**config.mk**
```make
export PLATFORM = sky130hd
export DESIGN_NAME = spi_responder
export DESIGN_NICKNAME = d
export VERILOG_FILES = /design/src/rtl/spi_responder.sv
export SDC_FILE = /design/constraint.sdc
export NUM_CORES = 1
export LEC_CHECK = 0
export ABC_CLOCK_PERIOD_IN_PS = 2800
export CAP_MARGIN = 30
export CORE_AREA = 3 3 82 84
export DETAILED_ROUTE_END_ITERATION = 12
export DIE_AREA = 0 0 85 87
export PLACE_DENSITY = 0.5
export SLEW_MARGIN = 20
export SYNTH_ARGS = -nofsm -noshare
export SYNTH_HDL_FRONTEND = slang
export SYNTH_SLANG_ARGS = --single-unit
```
**constraint.sdc**
```tcl
create_clock -name clk -period 2.8 [get_ports clk]
set_clock_uncertainty 0.2 [all_clocks]
set_input_delay 0.56 -clock clk [delete_from_list [all_inputs] [get_ports clk]]
set_output_delay 0.56 -clock clk [all_outputs]
set_load 0.005 [all_outputs]
```
**src/rtl/spi_responder.sv**
```systemverilog
// SPI mode-0 responder: byte-wide full-duplex target with oversampled pins.
// Exposes a TX holding register and an RX result strobe to local logic.
module spi_responder #(
    parameter int         SYNC_STAGES = 2,
    parameter logic [7:0] IDLE_BYTE   = 8'h00
) (
    input  logic       clk,
    input  logic       rst,
    input  logic       SCLK,
    input  logic       CS_N,
    input  logic       MOSI,
    output logic       MISO,
    output logic       MISO_OE,
    input  logic [7:0] tx_data,
    input  logic       tx_load,
    output logic       tx_empty,
    output logic [7:0] rx_data,
    output logic       rx_valid,
    output logic       busy,
    output logic       overrun
);

    typedef enum logic {
        IDLE,
        ACTIVE
    } state_e;

    logic [SYNC_STAGES-1:0] sclk_sync_q;
    logic [SYNC_STAGES-1:0] cs_sync_q;
    logic [SYNC_STAGES-1:0] mosi_sync_q;
    logic                   sclk_prev_q;
    logic                   cs_prev_q;

    state_e     state_q;
    logic [2:0] cnt_q;
    logic [7:0] tx_shift_q;
    logic [7:0] rx_shift_q;
    logic [7:0] hold_q;
    logic [7:0] rx_data_q;
    logic       rx_valid_q;
    logic       miso_q;
    logic       oe_q;
    logic       busy_q;
    logic       tx_empty_q;
    logic       overrun_q;

    logic       sclk_s;
    logic       cs_s;
    logic       mosi_s;
    logic       sclk_rise;
    logic       sclk_fall;
    logic       cs_rise;
    logic       cs_fall;
    logic       reload;
    logic [7:0] reload_byte;
    logic [7:0] rx_next;

    assign sclk_s    = sclk_sync_q[SYNC_STAGES-1];
    assign cs_s      = cs_sync_q[SYNC_STAGES-1];
    assign mosi_s    = mosi_sync_q[SYNC_STAGES-1];
    assign sclk_rise = sclk_s & ~sclk_prev_q;
    assign sclk_fall = ~sclk_s & sclk_prev_q;
    assign cs_rise   = cs_s & ~cs_prev_q;
    assign cs_fall   = ~cs_s & cs_prev_q;
    assign rx_next   = {rx_shift_q[6:0], mosi_s};

    // A freshly loaded byte bypasses the holding register on a reload.
    assign reload_byte = tx_load    ? tx_data   :
                         tx_empty_q ? IDLE_BYTE : hold_q;

    // Reload at select, or on the first falling edge after a full byte.
    assign reload = (state_q == IDLE && cs_fall) ||
                    (state_q == ACTIVE && !cs_rise && sclk_fall && cnt_q == 3'd0);

    always_ff @(posedge clk or negedge rst) begin
        if (!rst) begin
            sclk_sync_q <= '0;
            cs_sync_q   <= '1;
            mosi_sync_q <= '0;
            sclk_prev_q <= 1'b0;
            cs_prev_q   <= 1'b1;
        end else begin
            sclk_sync_q <= {sclk_sync_q[SYNC_STAGES-2:0], SCLK};
            cs_sync_q   <= {cs_sync_q[SYNC_STAGES-2:0], CS_N};
            mosi_sync_q <= {mosi_sync_q[SYNC_STAGES-2:0], MOSI};
            sclk_prev_q <= sclk_s;
            cs_prev_q   <= cs_s;
        end
    end

    always_ff @(posedge clk or negedge rst) begin
        if (!rst) begin
            state_q    <= IDLE;
            cnt_q      <= 3'd0;
            tx_shift_q <= 8'h00;
            rx_shift_q <= 8'h00;
            hold_q     <= 8'h00;
            rx_data_q  <= 8'h00;
            rx_valid_q <= 1'b0;
            miso_q     <= 1'b0;
            oe_q       <= 1'b0;
            busy_q     <= 1'b0;
            tx_empty_q <= 1'b1;
            overrun_q  <= 1'b0;
        end else begin
            rx_valid_q <= 1'b0;
            if (tx_load) begin
                hold_q     <= tx_data;
                tx_empty_q <= 1'b0;
                overrun_q  <= 1'b0;
            end
            if (reload) begin
                tx_shift_q <= reload_byte;
                miso_q     <= reload_byte[7];
                if (!tx_load) begin
                    tx_empty_q <= 1'b1;
                    if (tx_empty_q) begin
                        overrun_q <= 1'b1;
                    end
                end
            end
            unique case (state_q)
                IDLE: begin
                    if (cs_fall) begin
                        state_q <= ACTIVE;
                        cnt_q   <= 3'd0;
                        oe_q    <= 1'b1;
                        busy_q  <= 1'b1;
                    end
                end
                ACTIVE: begin
                    if (cs_rise) begin
                        state_q <= IDLE;
                        cnt_q   <= 3'd0;
                        miso_q  <= 1'b0;
                        oe_q    <= 1'b0;
                        busy_q  <= 1'b0;
                    end else if (sclk_rise) begin
                        rx_shift_q <= rx_next;
                        cnt_q      <= cnt_q + 3'd1;
                        if (cnt_q == 3'd7) begin
                            rx_data_q  <= rx_next;
                            rx_valid_q <= 1'b1;
                        end
                    end else if (sclk_fall && cnt_q != 3'd0) begin
                        tx_shift_q <= {tx_shift_q[6:0], 1'b0};
                        miso_q     <= tx_shift_q[6];
                    end
                end
                default: state_q <= IDLE;
            endcase
        end
    end

    assign MISO     = miso_q;
    assign MISO_OE  = oe_q;
    assign tx_empty = tx_empty_q;
    assign rx_data  = rx_data_q;
    assign rx_valid = rx_valid_q;
    assign busy     = busy_q;
    assign overrun  = overrun_q;

endmodule

```
==> metrics <==
fill cell count about 570; Post-Synth XOR/XNOR Area 0%; post-synthesis compound-gate area fraction 10.8%; worst setup path class flip-flop to output pin; clk_lat worst skew approximately 0.30 ns; part of the cycle the worst path needs between 70% and 80%; CP arrival ~1.4 ns; Layout area overhead 24.6%; Simple-Gate Fraction of Synth Area ~14%; Clock Tree Root clkbuf_8; Adder-Cell Fraction of Synth Area under 10%; Yosys cell types 31; Placement Rows 28; wirelength, routed 3530 um; Final Setup Violations 0; proportion of layout cells with a drive suffix above 1 roughly a fifth; Warnings, synthesis 0; worst hold path type flip-flop to flip-flop; status completed; Crit Reg-Reg Startpoint cs_sync_q[1]; Synth Net Count around 180; Max Clk Rate roughly 470 MHz; Clock Pin Slew Worst Setup and Hold Paths ~0.08 ns; PnR Total Power 1.66 mW; CTS max path bufs 2; Residual DRC 0; Slew headroom 56.2%; Seq/Total Area, Yosys around 60%; reg2reg end rx_data[0]; io pins 28; unrepaired setup endpoints after global routing false; CP Cell Sequence clkdlybuf4s50_1; mux share of post-synthesis cell area 9.71%; synthesized area per cell 11.9 um^2; CTS tree built; critical path peak fanout 4; WHS Path Cells 0; Setup crit end kind output pin; first-pass GRT wire length approximately 6000 um; Final Critical Period approximately 2.1 ns; hold-critical path endpoint mosi_sync_q[1]; iteration count of the initial detailed-routing pass 5; CP top delay family flip-flops; grt ovf 0; ANT cells 0; via count between 1k and 1.5k; Max stage delay cell, worst path dfstp_2; CP Launch Type flip-flop; Placer Congestion approximately 0.75; Die X-Extent ~85 um; Syn Inst Count about 170; Final Max Tran Viols 0; largest stage delay on the critical path ~0.57 ns; antenna violations before repair 0; port bufs 27; Max-cap violations 0; cell leakage power around 1.1 nW; Worst Path Required a little over 2 ns; Routed Antenna Nets 0; initial DRC count 95; crit path buf inv count 1; Final Hold Vio Count 0; Layout Nets 213; setup TNS 0 ns; largest family of logic cells by synthesized area simple AND/OR/NAND/NOR gates; postcts setup bufs 0; Num CTS Buffers 5; clk sinks 47; total core area ~6000 um^2; H-tree depth 2; Slew @ Worst Pin between 0.6 and 0.7 ns; R2R cell count 5; Hold Path Origin mosi_sync_q[0]; DP HPWL 2570 um; r2r setup slk 0.86 ns; Starting Density 32.9%; die height a little under 90 um; post-layout util approximately 41%; vias in the first global route between 1k and 1.5k; post-synthesis cell area 1970 um^2; Yosys reg bits 47; Power Dens Cells approximately 680 nW/um^2; die area between 7000 and 8000 um^2; drt via density approximately 4.7; post-DR wirelength/cell about 13 um; Peak supply drop 0.271 mV; gr usage total 10.5%; pin count of the biggest net entering global routing 20
==> how the worst max path moves through the flow <==
| stage | from | endpoint | cells after the start |
|---|---|---|---|
| finish | tx_empty | tx_empty | 1 |
| global route | tx_load | tx_shift_q[2] | 5 |
| detailed placement | tx_load | tx_shift_q[2] | 5 |
| floorplan | tx_load | MISO | 5 |
| global placement | tx_load | tx_shift_q[6] | 5 |
| CTS | tx_empty | tx_empty | 1 |
==> repair_timing <==
item                       4_1_cts  5_1_grt
gates resized for setup          0        0
hold endpoints to repair        13        0
setup endpoints to repair        0        0
hold buffers                     1        0
==> placed cells by master (no fill, tap or decap), types with 4 or more instances in the layout <==
master	n
dfstp_2	4
and3_1	7
clkbuf_8	5
buf_4	4
a22oi_1	8
o31ai_1	7
dfrtp_1	43
nand2b_1	4
mux2_2	17
a21oi_1	9
nand2_1	29
clkdlybuf4s50_1	26
==> area by class of cell <==
cell class	count	area [um^2]	share of cell area, %
inverters	4	15.0	0.611
flip-flops and latches	47	1180	48.1
clock inverters	3	67.6	2.75
multi-input cells	106	724	29.5
well taps	75	93.8	3.82
repair buffers	32	305	12.4
clock buffers	5	68.8	2.80
==> synthesized netlist by cell type <==
master | count | area share, %
dfrtp_1 | 43 | 55
nor2_2 | 1 | 0.32
inv_2 | 1 | 0.19
nand2_1 | 29 | 5.5
nand2_2 | 1 | 0.32
o21ai_2 | 1 | 0.44
nand2b_1 | 4 | 1.3
and3_1 | 7 | 2.2
buf_6 | 1 | 0.57
a31oi_1 | 1 | 0.32
clkbuf_1 | 1 | 0.19
nor2_1 | 3 | 0.57
dfstp_2 | 4 | 5.3
nor2b_1 | 2 | 0.63
nor4b_4 | 1 | 1.2
and2_1 | 1 | 0.32
ha_1 | 3 | 1.9
nor3b_1 | 1 | 0.38
o21ai_0 | 3 | 0.76
a22o_1 | 2 | 0.89
buf_2 | 4 | 1.0
or3b_1 | 1 | 0.44
inv_1 | 3 | 0.57
nand3_1 | 2 | 0.51
nor3b_2 | 1 | 0.63
mux2_2 | 17 | 9.7
o31ai_1 | 7 | 2.7
a22oi_1 | 8 | 3.0
buf_4 | 2 | 0.76
a21o_1 | 1 | 0.38
a21oi_1 | 9 | 2.3
==> cell families (layout without fill, tap and decap cells) <==
family                   count (synthesis)  count (layout)
flip-flops                              47              47
adder cells (fa/ha/maj)                  3               3
AND/OR/NAND/NOR                         54              54
buffers and inverters                   12              44
AO/OA/AOI/OAI                           32              32
multiplexers                            17              17
==> per-layer routing <==
layer  track usage, %  vias up  share of wire, %
met1             13.2      622                49
met3             3.50        5               4.7
met5                0        -                 0
li1                 -      638                 -
met2             16.2       24                45
met4             4.75        0               1.9
==> registers in the layout, indices dropped and copies added (netlist names), 2 cells and up <==
signal and count:
tx_shift_q 7, rx_data 8, hold_q 8, rx_shift_q 7, cnt_q 3, cs_sync_q 2, sclk_sync_q 2, mosi_sync_q 2
==> stage by stage <==
stage	hold slack [ns]	cells	worst slack (ns)	instance area (um^2)
2_1_floorplan	0.0644	165	1.13	1970
4_1_cts	0.159	272	0.643	2460
6_report	0.154	272	0.669	2460
3_5_place_dp	0.138	263	0.361	2310
5_1_grt	0.163	272	0.547	2460
3_3_place_gp	0.132	263	0.449	2310
==> report_power, final <==
| part | total [mW] | switching (mW) | internal [mW] |
|---|---|---|---|
| clock | 0.582 | 0.226 | 0.356 |
| sequential | 0.839 | 0.0615 | 0.777 |
| combinational | 0.241 | 0.119 | 0.122 |
(Power assumes the default switching activity.)
